**config.mk**
```make
export PLATFORM = sky130hd
export DESIGN_NAME = sram_like_arbiter_flat
export DESIGN_NICKNAME = d
export VERILOG_FILES = /design/src/rtl/sram_like_arbiter_pkg.sv /design/src/rtl/sram_like_arbiter_if.sv /design/src/rtl/sram_like_arbiter_resp_id_fifo.sv /design/src/rtl/sram_like_arbiter.sv /design/src/flat_wrapper.sv
export SDC_FILE = /design/constraint.sdc
export NUM_CORES = 1
export LEC_CHECK = 0
export CORE_AREA = 2 2 111 113
export DETAILED_ROUTE_END_ITERATION = 10
export DIE_AREA = 0 0 113 115
export PLACE_DENSITY = 0.71
export SETUP_SLACK_MARGIN = 0.2
export SYNTH_ARGS = -nofsm -noshare
export SYNTH_HDL_FRONTEND = slang
export SYNTH_SLANG_ARGS = --single-unit
```
**constraint.sdc**
```tcl
create_clock -name clk -period 3.1 [get_ports clk]
set_input_delay 0.62 -clock clk [delete_from_list [all_inputs] [get_ports clk]]
set_output_delay 0.62 -clock clk [all_outputs]
set_load 0.02 [all_outputs]
```
**src/rtl/sram_like_arbiter_pkg.sv**
```systemverilog
// Shared definitions for the SRAM-like port arbiter.
// Response IDs name the master that owns an outstanding transaction.
// SRAM size codes: 0 = 1 byte, 1 = 2 bytes, 2 = 4 bytes.
package sram_like_arbiter_pkg;

    localparam logic ID_INST = 1'b0;
    localparam logic ID_DATA = 1'b1;

    localparam logic [1:0] SIZE_1B = 2'd0;
    localparam logic [1:0] SIZE_2B = 2'd1;
    localparam logic [1:0] SIZE_4B = 2'd2;

    typedef enum logic [1:0] {
        GNT_NONE = 2'd0,
        GNT_INST = 2'd1,
        GNT_DATA = 2'd2
    } grant_e;

endpackage

```
**src/rtl/sram_like_arbiter_if.sv**
```systemverilog
// Bundle of the inst port, data port and shared memory port around the arbiter.
// The slave modport is the arbiter's view; master is the pipeline/bridge view.
// No storage; purely a wiring container.
interface sram_like_arbiter_if;

    // IF-stage inst port (read only)
    logic        inst_sram_req;
    logic [31:0] inst_sram_addr;
    logic        inst_sram_addr_ok;
    logic        inst_sram_data_ok;
    logic [31:0] inst_sram_rdata;

    // MEM-stage data port
    logic        data_sram_req;
    logic        data_sram_wr;
    logic [1:0]  data_sram_size;
    logic [3:0]  data_sram_wstrb;
    logic [31:0] data_sram_addr;
    logic [31:0] data_sram_wdata;
    logic        data_sram_addr_ok;
    logic        data_sram_data_ok;
    logic [31:0] data_sram_rdata;

    // Shared port toward the bridge
    logic        sram_req;
    logic        sram_wr;
    logic [1:0]  sram_size;
    logic [3:0]  sram_wstrb;
    logic [31:0] sram_addr;
    logic [31:0] sram_wdata;
    logic        sram_addr_ok;
    logic        sram_data_ok;
    logic [31:0] sram_rdata;

    modport slave (
        input  inst_sram_req, inst_sram_addr,
        output inst_sram_addr_ok, inst_sram_data_ok, inst_sram_rdata,
        input  data_sram_req, data_sram_wr, data_sram_size, data_sram_wstrb,
        input  data_sram_addr, data_sram_wdata,
        output data_sram_addr_ok, data_sram_data_ok, data_sram_rdata,
        output sram_req, sram_wr, sram_size, sram_wstrb, sram_addr, sram_wdata,
        input  sram_addr_ok, sram_data_ok, sram_rdata
    );

    modport master (
        output inst_sram_req, inst_sram_addr,
        input  inst_sram_addr_ok, inst_sram_data_ok, inst_sram_rdata,
        output data_sram_req, data_sram_wr, data_sram_size, data_sram_wstrb,
        output data_sram_addr, data_sram_wdata,
        input  data_sram_addr_ok, data_sram_data_ok, data_sram_rdata,
        input  sram_req, sram_wr, sram_size, sram_wstrb, sram_addr, sram_wdata,
        output sram_addr_ok, sram_data_ok, sram_rdata
    );

endinterface

```
**src/rtl/sram_like_arbiter_resp_id_fifo.sv**
```systemverilog
// In-order owner-ID queue for accepted, unanswered memory transactions.
// Push and pop take effect on the clock edge; head/full/empty reflect current state.
// No backpressure of its own: caller must not push when full; pops on empty are ignored.
module sram_like_arbiter_resp_id_fifo #(
    parameter  int DEPTH = 4,
    localparam int CNT_W = $clog2(DEPTH + 1),
    localparam int PTR_W = (DEPTH > 1) ? $clog2(DEPTH) : 1
) (
    input  logic             clk,
    input  logic             reset,
    input  logic             push,
    input  logic             push_id,
    input  logic             pop,
    output logic             head_id,
    output logic [CNT_W-1:0] count,
    output logic             full,
    output logic             empty
);

    logic [DEPTH-1:0] ids;
    logic [PTR_W-1:0] head_ptr;
    logic [PTR_W-1:0] tail_ptr;
    logic             do_push;
    logic             do_pop;

    function automatic logic [PTR_W-1:0] ptr_next(input logic [PTR_W-1:0] p);
        return (p == PTR_W'(DEPTH - 1)) ? '0 : p + 1'b1;
    endfunction

    assign full    = (count == CNT_W'(DEPTH));
    assign empty   = (count == '0);
    assign head_id = ids[head_ptr];
    assign do_push = push & ~full;
    assign do_pop  = pop & ~empty;

    // Storage and pointer/count update; simultaneous push+pop leaves count unchanged.
    always_ff @(posedge clk or posedge reset) begin
        if (reset) begin
            ids      <= '0;
            head_ptr <= '0;
            tail_ptr <= '0;
            count    <= '0;
        end else begin
            if (do_push) begin
                ids[tail_ptr] <= push_id;
                tail_ptr      <= ptr_next(tail_ptr);
            end
            if (do_pop) begin
                head_ptr <= ptr_next(head_ptr);
            end
            if (do_push && !do_pop) begin
                count <= count + 1'b1;
            end else if (do_pop && !do_push) begin
                count <= count - 1'b1;
            end
        end
    end

endmodule

```
**src/rtl/sram_like_arbiter.sv**
```systemverilog
// Shares one SRAM-like port between the inst and data ports; data wins, no lock.
// Zero added latency: grant, addr_ok, data_ok and rdata are combinational pass-through.
// Grant withheld while MAX_OUTSTANDING transactions are pending; responses routed in order.
module sram_like_arbiter
    import sram_like_arbiter_pkg::*;
#(
    parameter  int MAX_OUTSTANDING = 4,
    localparam int CNT_W = $clog2(MAX_OUTSTANDING + 1)
) (
    input  logic             clk,
    input  logic             reset,
    sram_like_arbiter_if.slave bus,
    output logic [CNT_W-1:0] outstanding,
    output logic             resp_err
);

    grant_e grant;
    logic   fifo_full;
    logic   fifo_empty;
    logic   head_id;
    logic   accept;
    logic   resp_vld;

    // Address-phase grant, recomputed every cycle; full blocks even if a pop happens now.
    always_comb begin
        grant = GNT_NONE;
        if (!reset && !fifo_full) begin
            if (bus.data_sram_req) begin
                grant = GNT_DATA;
            end else if (bus.inst_sram_req) begin
                grant = GNT_INST;
            end
        end
    end

    // Payload mux onto the shared port; the inst port is always a 4-byte read.
    always_comb begin
        bus.sram_req   = 1'b0;
        bus.sram_wr    = 1'b0;
        bus.sram_size  = 2'b00;
        bus.sram_wstrb = 4'h0;
        bus.sram_addr  = 32'h0;
        bus.sram_wdata = 32'h0;
        case (grant)
            GNT_DATA: begin
                bus.sram_req   = 1'b1;
                bus.sram_wr    = bus.data_sram_wr;
                bus.sram_size  = bus.data_sram_size;
                bus.sram_wstrb = bus.data_sram_wstrb;
                bus.sram_addr  = bus.data_sram_addr;
                bus.sram_wdata = bus.data_sram_wdata;
            end
            GNT_INST: begin
                bus.sram_req   = 1'b1;
                bus.sram_size  = SIZE_4B;
                bus.sram_addr  = bus.inst_sram_addr;
            end
            default: ;
        endcase
    end

    assign accept   = bus.sram_req & bus.sram_addr_ok;
    assign resp_vld = bus.sram_data_ok & ~fifo_empty & ~reset;

    assign bus.inst_sram_addr_ok = (grant == GNT_INST) & bus.sram_addr_ok;
    assign bus.data_sram_addr_ok = (grant == GNT_DATA) & bus.sram_addr_ok;

    assign bus.inst_sram_data_ok = resp_vld & (head_id == ID_INST);
    assign bus.data_sram_data_ok = resp_vld & (head_id == ID_DATA);
    assign bus.inst_sram_rdata   = bus.inst_sram_data_ok ? bus.sram_rdata : 32'h0;
    assign bus.data_sram_rdata   = bus.data_sram_data_ok ? bus.sram_rdata : 32'h0;

    sram_like_arbiter_resp_id_fifo #(
        .DEPTH (MAX_OUTSTANDING)
    ) u_resp_id_fifo (
        .clk     (clk),
        .reset   (reset),
        .push    (accept),
        .push_id ((grant == GNT_DATA) ? ID_DATA : ID_INST),
        .pop     (resp_vld),
        .head_id (head_id),
        .count   (outstanding),
        .full    (fifo_full),
        .empty   (fifo_empty)
    );

    // Sticky flag for a response arriving with nothing outstanding.
    always_ff @(posedge clk or posedge reset) begin
        if (reset) begin
            resp_err <= 1'b0;
        end else if (bus.sram_data_ok && fifo_empty) begin
            resp_err <= 1'b1;
        end
    end

endmodule

```
**src/flat_wrapper.sv**
```systemverilog
// flat-port wrapper written by rule: the top's interface ports become plain ports
module sram_like_arbiter_flat import sram_like_arbiter_pkg::*;
#(
    parameter  int MAX_OUTSTANDING = 4,
    localparam int CNT_W = $clog2(MAX_OUTSTANDING + 1)
)
  (clk, reset, outstanding, resp_err, bus_inst_sram_req, bus_inst_sram_addr, bus_inst_sram_addr_ok, bus_inst_sram_data_ok, bus_inst_sram_rdata, bus_data_sram_req, bus_data_sram_wr, bus_data_sram_size, bus_data_sram_wstrb, bus_data_sram_addr, bus_data_sram_wdata, bus_data_sram_addr_ok, bus_data_sram_data_ok, bus_data_sram_rdata, bus_sram_req, bus_sram_wr, bus_sram_size, bus_sram_wstrb, bus_sram_addr, bus_sram_wdata, bus_sram_addr_ok, bus_sram_data_ok, bus_sram_rdata);
  sram_like_arbiter_if bus_i ();
  input  logic clk;
  input  logic reset;
  output logic [CNT_W-1:0] outstanding;
  output logic resp_err;
  input wire logic [$bits(bus_i.inst_sram_req)-1:0] bus_inst_sram_req;
  input wire logic [$bits(bus_i.inst_sram_addr)-1:0] bus_inst_sram_addr;
  output wire logic [$bits(bus_i.inst_sram_addr_ok)-1:0] bus_inst_sram_addr_ok;
  output wire logic [$bits(bus_i.inst_sram_data_ok)-1:0] bus_inst_sram_data_ok;
  output wire logic [$bits(bus_i.inst_sram_rdata)-1:0] bus_inst_sram_rdata;
  input wire logic [$bits(bus_i.data_sram_req)-1:0] bus_data_sram_req;
  input wire logic [$bits(bus_i.data_sram_wr)-1:0] bus_data_sram_wr;
  input wire logic [$bits(bus_i.data_sram_size)-1:0] bus_data_sram_size;
  input wire logic [$bits(bus_i.data_sram_wstrb)-1:0] bus_data_sram_wstrb;
  input wire logic [$bits(bus_i.data_sram_addr)-1:0] bus_data_sram_addr;
  input wire logic [$bits(bus_i.data_sram_wdata)-1:0] bus_data_sram_wdata;
  output wire logic [$bits(bus_i.data_sram_addr_ok)-1:0] bus_data_sram_addr_ok;
  output wire logic [$bits(bus_i.data_sram_data_ok)-1:0] bus_data_sram_data_ok;
  output wire logic [$bits(bus_i.data_sram_rdata)-1:0] bus_data_sram_rdata;
  output wire logic [$bits(bus_i.sram_req)-1:0] bus_sram_req;
  output wire logic [$bits(bus_i.sram_wr)-1:0] bus_sram_wr;
  output wire logic [$bits(bus_i.sram_size)-1:0] bus_sram_size;
  output wire logic [$bits(bus_i.sram_wstrb)-1:0] bus_sram_wstrb;
  output wire logic [$bits(bus_i.sram_addr)-1:0] bus_sram_addr;
  output wire logic [$bits(bus_i.sram_wdata)-1:0] bus_sram_wdata;
  input wire logic [$bits(bus_i.sram_addr_ok)-1:0] bus_sram_addr_ok;
  input wire logic [$bits(bus_i.sram_data_ok)-1:0] bus_sram_data_ok;
  input wire logic [$bits(bus_i.sram_rdata)-1:0] bus_sram_rdata;
  assign bus_i.inst_sram_req = bus_inst_sram_req;
  assign bus_i.inst_sram_addr = bus_inst_sram_addr;
  assign bus_inst_sram_addr_ok = bus_i.inst_sram_addr_ok;
  assign bus_inst_sram_data_ok = bus_i.inst_sram_data_ok;
  assign bus_inst_sram_rdata = bus_i.inst_sram_rdata;
  assign bus_i.data_sram_req = bus_data_sram_req;
  assign bus_i.data_sram_wr = bus_data_sram_wr;
  assign bus_i.data_sram_size = bus_data_sram_size;
  assign bus_i.data_sram_wstrb = bus_data_sram_wstrb;
  assign bus_i.data_sram_addr = bus_data_sram_addr;
  assign bus_i.data_sram_wdata = bus_data_sram_wdata;
  assign bus_data_sram_addr_ok = bus_i.data_sram_addr_ok;
  assign bus_data_sram_data_ok = bus_i.data_sram_data_ok;
  assign bus_data_sram_rdata = bus_i.data_sram_rdata;
  assign bus_sram_req = bus_i.sram_req;
  assign bus_sram_wr = bus_i.sram_wr;
  assign bus_sram_size = bus_i.sram_size;
  assign bus_sram_wstrb = bus_i.sram_wstrb;
  assign bus_sram_addr = bus_i.sram_addr;
  assign bus_sram_wdata = bus_i.sram_wdata;
  assign bus_i.sram_addr_ok = bus_sram_addr_ok;
  assign bus_i.sram_data_ok = bus_sram_data_ok;
  assign bus_i.sram_rdata = bus_sram_rdata;
  sram_like_arbiter #(.MAX_OUTSTANDING(MAX_OUTSTANDING)) u_core (.clk(clk), .reset(reset), .bus(bus_i), .outstanding(outstanding), .resp_err(resp_err));
endmodule
```
Word level (Yosys, flattened, before mapping)
Index checks and enable logic that the tools add are counted.
{"block": "word_totals", "regBits": 12, "inputBits": 141, "output_inout_bits": 144, "wordCells": 63}
{"block": "classes", "add_sub_neg": 4, "n_lt_le_gt_ge": 3, "n_eq_ne": 5, "muxes": 21, "n_bitwise": 13, "reduce_logical": 12}
{"op": "2-to-1 mux 32 bit", "n": 3}
{"op": "one-hot mux 32 bit (2 select lines)", "n": 1}
{"op": "bitwise AND 1 bit", "n": 9}
{"op": "2-to-1 mux 2 bit", "n": 4}
{"op": "equality test 2 bit, second input constant", "n": 3}
{"op": "< comparator 2 x 3 -> 1 bit, second input constant", "n": 2}
{"op": "2-to-1 mux 1 bit", "n": 6}
{"op": "2-to-1 mux 3 bit", "n": 2}
{"op": "logical AND 1 bit", "n": 5}
{"op": "adder 2 x 1 -> 2 bit, second input constant", "n": 2}
{"op": "bitwise mux 4 bit", "n": 1}
{"op": "logical NOT 1 bit", "n": 4}
{"op": "2-to-1 mux 4 bit", "n": 1}
{"op": "NOT 1 bit", "n": 4}
{"op": "one-hot mux 2 bit (2 select lines)", "n": 1}
{"op": "adder 3 x 1 -> 3 bit, second input constant", "n": 1}
{"op": "equality test 3 bit, second input constant", "n": 1}
{"op": "logical NOT 3 bit", "n": 1}
{"op": "subtractor 3 x 1 -> 3 bit, second input constant", "n": 1}
{"op": "binary-select mux 1 bit (select 2 bit)", "n": 1}
{"op": "demux 1 bit (select 2 bit)", "n": 1}
{"op": "equality test 2 x 1 -> 1 bit, second input constant", "n": 1}
{"op": ">= comparator 2 x 1 -> 1 bit, second input constant", "n": 1}
{"op": "nonzero test 2 bit", "n": 1}
{"op": "OR reduction 2 bit", "n": 1}

Longest topological paths before layout
{"block": "depth", "depth_word": 13, "mapped_depth": 11, "depth_no_buf": 11}

By module
Synthesis repeated with hierarchy kept, for this count alone.
{"block": "unflattened", "cells_unflattened": 274, "area_unflattened_um2": 1971.9}
{"mod": "sram_like_arbiter", "n_inst": 1, "cells_per_inst": 219, "area_each_um2": 1348.8}
{"mod": "sram_like_arbiter_resp_id_fifo", "n_inst": 1, "cells_per_inst": 55, "area_each_um2": 623.1}

Worst setup path before layout
No wires, ideal clock.
{"block": "synth_timing", "path_type": "register -> output", "startpoint": "register u_core.u_resp_id_fifo.count[2]", "endpoint": "output bus_sram_addr[0]", "arrival_ns": 2.124, "required_time_ns": 2.480, "path_slack_ns": 0.356, "stages_incl_launch_ff": 8, "path_buffers": 2, "path_cell_list": "dfrtp_1 -> nor3b_4 -> nor4b_1 -> ha_1 -> clkbuf_1 -> clkbuf_1 -> a22oi_1 -> nor2_1"}
{"block": "synth_between", "elab_chain_len": 6, "word_cells_on_any_way": 7, "classes_between": "3 x eq/ne; 2 x mux; 2 x reduce/logical"}
{"element": "start: declaration", "line": "sram_like_arbiter_resp_id_fifo.sv:15", "source": "output logic [CNT_W-1:0] count,"}
{"element": "start signal: assignment", "line": "sram_like_arbiter_resp_id_fifo.sv:52", "source": "count <= count + 1'b1;"}
{"element": "start signal: assignment", "line": "sram_like_arbiter_resp_id_fifo.sv:54", "source": "count <= count - 1'b1;"}
{"element": "equality test 3 bit (*)", "line": "sram_like_arbiter_resp_id_fifo.sv:30", "source": "assign full = (count == CNT_W'(DEPTH));"}
{"element": "logical NOT 1 bit (*)", "line": "sram_like_arbiter.sv:27", "source": "if (!reset && !fifo_full) begin"}
{"element": "logical AND 1 bit (*)", "line": "sram_like_arbiter.sv:27"}
{"element": "2-to-1 mux 2 bit (*)", "line": "sram_like_arbiter.sv:27"}
{"element": "equality test 2 x 1 -> 1 bit or equality test 2 bit (tied branches)", "line": "sram_like_arbiter.sv:44", "source": "case (grant)"}
{"element": "one-hot mux 32 bit (2 select lines) (*)", "line": "sram_like_arbiter.sv:44"}
{"element": "end: declaration", "line": "flat_wrapper.sv:31", "source": "output wire logic [$bits(bus_i.sram_addr)-1:0] bus_sram_addr;"}
Every way passes the cells marked *; elsewhere a longest branch is shown, timed or not.

Worst setup path in the final report
{"block": "layout_timing", "startpoint": "register u_core.u_resp_id_fifo.count[2]", "endpoint": "output bus_sram_wdata[18]"}
{"block": "layout_between", "elab_chain_len": 6}
{"element": "equality test 3 bit", "line": "sram_like_arbiter_resp_id_fifo.sv:30"}
{"element": "logical NOT 1 bit", "line": "sram_like_arbiter.sv:27"}
{"element": "logical AND 1 bit", "line": "sram_like_arbiter.sv:27"}
{"element": "2-to-1 mux 2 bit", "line": "sram_like_arbiter.sv:27"}
{"element": "equality test 2 bit", "line": "sram_like_arbiter.sv:44"}
{"element": "2-to-1 mux 32 bit", "line": "sram_like_arbiter.sv:44"}
{"element": "end: declaration", "line": "flat_wrapper.sv:32", "source": "output wire logic [$bits(bus_i.sram_wdata)-1:0] bus_sram_wdata;"}
Every way passes these cells.

==> results.sh <==
export IMPL_grt_pass1_wl_mm=16.8
export IMPL_detail_route_wirelength_mm=11.8
export IMPL_cts_made_buffers=3
export IMPL_die_w_um=113
export IMPL_hold_path_class="reg -> reg"
export IMPL_die_height_um=115
export IMPL_power_share_switching=0.448
export IMPL_cpMaxStageDelayCell="dfrtp_1"
export IMPL_worstSetupStartpointType="flop"
export IMPL_die_area_mm2=0.0130
export IMPL_drt_iter0_drc=141
export IMPL_power_switching_uw=1020
export IMPL_grt_max_degree=67
export IMPL_synth_edf_count=0
export IMPL_start_util=0.166
export IMPL_p_comb_frac=0.754
export IMPL_crit_arrival_ns=2.24
export IMPL_synth_seq_cells=12
export IMPL_dp_hpwl_mm=9.11
export IMPL_hold_viol=0
export IMPL_async_reset_ff_frac=1.00
export IMPL_netlist_top_cells_count="and3_1 (64), and2_1 (41), nor2_1 (39)"
export IMPL_synth_top_area_frac=0.204
export IMPL_synth_cells=265
export IMPL_clockPowerShare=0.115
export IMPL_crit_fanout=7
export IMPL_cp_data_required_time_ns=2.48
export IMPL_via_count=3122
export IMPL_drc=20
export IMPL_slew_headroom=0.677
export IMPL_first_pass_iters=7
export IMPL_finalHoldWorstSlack_ns=0.450
export IMPL_postSynthAreaPerCell_um2=7.41
export IMPL_skew_ns=0.00129
export IMPL_violations="design-rule violations"
export IMPL_port_buffers=284
export IMPL_seqPwrFrac=0.131
export IMPL_final_cell_area_mm2=0.00527
export IMPL_critPathKind="reg -> out"
export IMPL_cts_sinks=12
export IMPL_clk_latency_ns=0.24
export IMPL_leakagePower_uw=0.00329
export IMPL_synthesis_nets=415
export IMPL_crit_top_cell="buf_4"
export IMPL_synth_area_leaders="and3_1 (20%), dfrtp_1 (15%), and2_1 (13%)"
export IMPL_synthFlopType="dfrtp_1"
export IMPL_cap_violations=0
export IMPL_place_gp_congestion=0.807
export IMPL_core_area_mm2=0.0118
export IMPL_status="finished with violations"
export IMPL_areaGrowthSynthToFinish_pct=168
export IMPL_place_area_mm2=0.00500
export IMPL_fmax_mhz=350
export IMPL_drive_above_1_share=0.181
export IMPL_period_minus_slack_ns=2.86
export IMPL_ant_nets=0
export IMPL_synth_most_common_cell="and3_1"
export IMPL_cts_buffer_depth=2
export IMPL_seq_area_frac_synth=0.153
export IMPL_viasPerCell=4.46
export IMPL_clk_pin_slew_ns=0.04
export IMPL_yosysWarnings=0
export IMPL_max_stage_delay_ns=0.37
export IMPL_ir_worst_vdd_mv=0.261
export IMPL_n_antenna_cell=0
export IMPL_end_kind="output pin"
export IMPL_synth_top_area_cell="and3_1"
export IMPL_power_density_mw_per_mm2=432
export IMPL_cts_root_buf="clkbuf_16"
export IMPL_grt_pass1_vias=3149
export IMPL_avgRoutedWirePerCell_um=16.9
export IMPL_antenna_found_initial=1
export IMPL_internal_power_uw=1260
export IMPL_grt_total_usage=0.162
export IMPL_grt_overflow_total=0
export IMPL_fin_nets=704
export IMPL_io_pins=285
export IMPL_cts_tree="yes"
export IMPL_rsz0062_at_grt="true"
export IMPL_hold_buffers=0
export IMPL_worst_pin_slew_ns=0.484
export IMPL_h_tree_depth=1
export IMPL_drv_slew=0
export IMPL_syn_area_mm2=0.00196
export IMPL_fin_setup_tns_ns=0
export IMPL_std_cell_rows=40
export IMPL_setup_viol_count_final=0
export IMPL_synthDistinctLibCells=28
export IMPL_post_route_period_util=0.922
export IMPL_worstPathCellList="nor3b_4 > buf_4 > nor4b_4 > buf_4 > inv_1 > ha_4 > buf_16 > buf_12 > and2_1 > dlygate4sd2_1"
## placed cells by master, fill, tap and decap left out, types with 3 or more instances in the layout
| master | n |
|---|---|
| ha_1 | 5 |
| nand2_1 | 5 |
| a22oi_1 | 24 |
| nor3_1 | 4 |
| buf_2 | 7 |
| a22oi_2 | 8 |
| dlymetal6s2s_1 | 44 |
| buf_16 | 3 |
| inv_1 | 6 |
| clkbuf_2 | 22 |
| nor3b_4 | 3 |
| clkdlybuf4s50_1 | 141 |
| dfrtp_1 | 12 |
| clkbuf_16 | 4 |
| and2_1 | 41 |
| dlygate4sd2_1 | 49 |
| clkdlybuf4s15_2 | 4 |
| clkdlybuf4s15_1 | 11 |
| and3_1 | 64 |
| buf_12 | 6 |
| nor2_1 | 38 |
| mux2_2 | 7 |
| buf_4 | 23 |
## critical path: cells and delay by family, from the launching register on
family                     cells  cell delay, ns
DFF                            1            0.37
buffers and inverters          6            0.94
and+or+nand+nor                3            0.47
adders and majority gates      1            0.20
## power by group through the flow
stage                     sequential (uW)  combinational, uW  clock [uW]
after floorplan                       335                908           0
after global placement                293               1620           0
after detailed placement              302               1670           0
after CTS                             301               1690         267
after global routing                  309               1840         276
final                                 299               1710         261
## per-stage QoR
| stage | total power [uW] | instances | utilization | setup slack [ns] |
|---|---|---|---|---|
| final | 2270 | 700 | 0.446 | 0.243 |
| after global routing | 2430 | 700 | 0.446 | 0.150 |
| after CTS | 2260 | 693 | 0.435 | 0.0418 |
| after detailed placement | 1970 | 684 | 0.423 | -0.428 |
| after global placement | 1910 | 684 | 0.423 | -0.424 |
| after floorplan | 1240 | 265 | - | 0.356 |
## sequential cells by signal, summed over array words and instances, names as in the netlist
register,count
u_core.u_resp_id_fifo.tail_ptr,2
u_core.u_resp_id_fifo.ids,4
u_core.resp_err,1
u_core.u_resp_id_fifo.count,3
u_core.u_resp_id_fifo.head_ptr,2
## per-layer routing
layer / share of wire / track usage
met1: 0.34 / 0.167
met2: 0.54 / 0.327
met3: 0.10 / 0.0401
met4: 0.017 / 0.0350
met5: 0.0014 / 0
## cells by family after synthesis
| kind of cell | count (synthesis) | share of synthesized area |
|---|---|---|
| AOI/OAI and AO/OA | 34 | 0.129 |
| muxes | 13 | 0.0765 |
| xor gates and xnor gates | 3 | 0.0134 |
| adders and majority gates | 9 | 0.0612 |
| and+or+nand+nor | 158 | 0.461 |
| buffers and inverters | 36 | 0.106 |
| DFF | 12 | 0.153 |
## area by class of cell
cell class                      instances  area [um^2]
Fill cell                            1157         6540
Timing Repair Buffer                  313         3110
Multi-Input combinational cell        217         1550
Sequential cell                        12          300
Tap cell                              147          184
Clock buffer                            4         88.8
Inverter                                7         26.3
## final timing paths
| path | slack [ns] | end | startpoint | depth (start not counted) |
|---|---|---|---|---|
| max | 0.24 | bus_sram_wdata[18] | u_core.u_resp_id_fifo.count[2]$_DFFE_PP0P_ | 10 |
| min | 0.45 | u_core.resp_err$_DFFE_PP0P_ | u_core.resp_err$_DFFE_PP0P_ | 1 |
| max reg2reg | 0.36 | u_core.u_resp_id_fifo.count[2]$_DFFE_PP0P_ | u_core.u_resp_id_fifo.count[2]$_DFFE_PP0P_ | 13 |
| min reg2reg | 0.45 | u_core.resp_err$_DFFE_PP0P_ | u_core.resp_err$_DFFE_PP0P_ | 1 |
| max in group asynchronous | 2.30 | u_core.u_resp_id_fifo.ids[1]$_DFFE_PP0P_ | reset | 2 |
| min in group asynchronous | 0.47 | u_core.u_resp_id_fifo.count[1]$_DFFE_PP0P_ | reset | 2 |
## what timing repair did
item,4_1_cts,5_1_grt
pin swaps,1,9
setup buffers,2,5
resized for setup,161,98
endpoints found under the setup margin,142,107
gates cloned,3,2
Power figures use the tool's default switching activity.
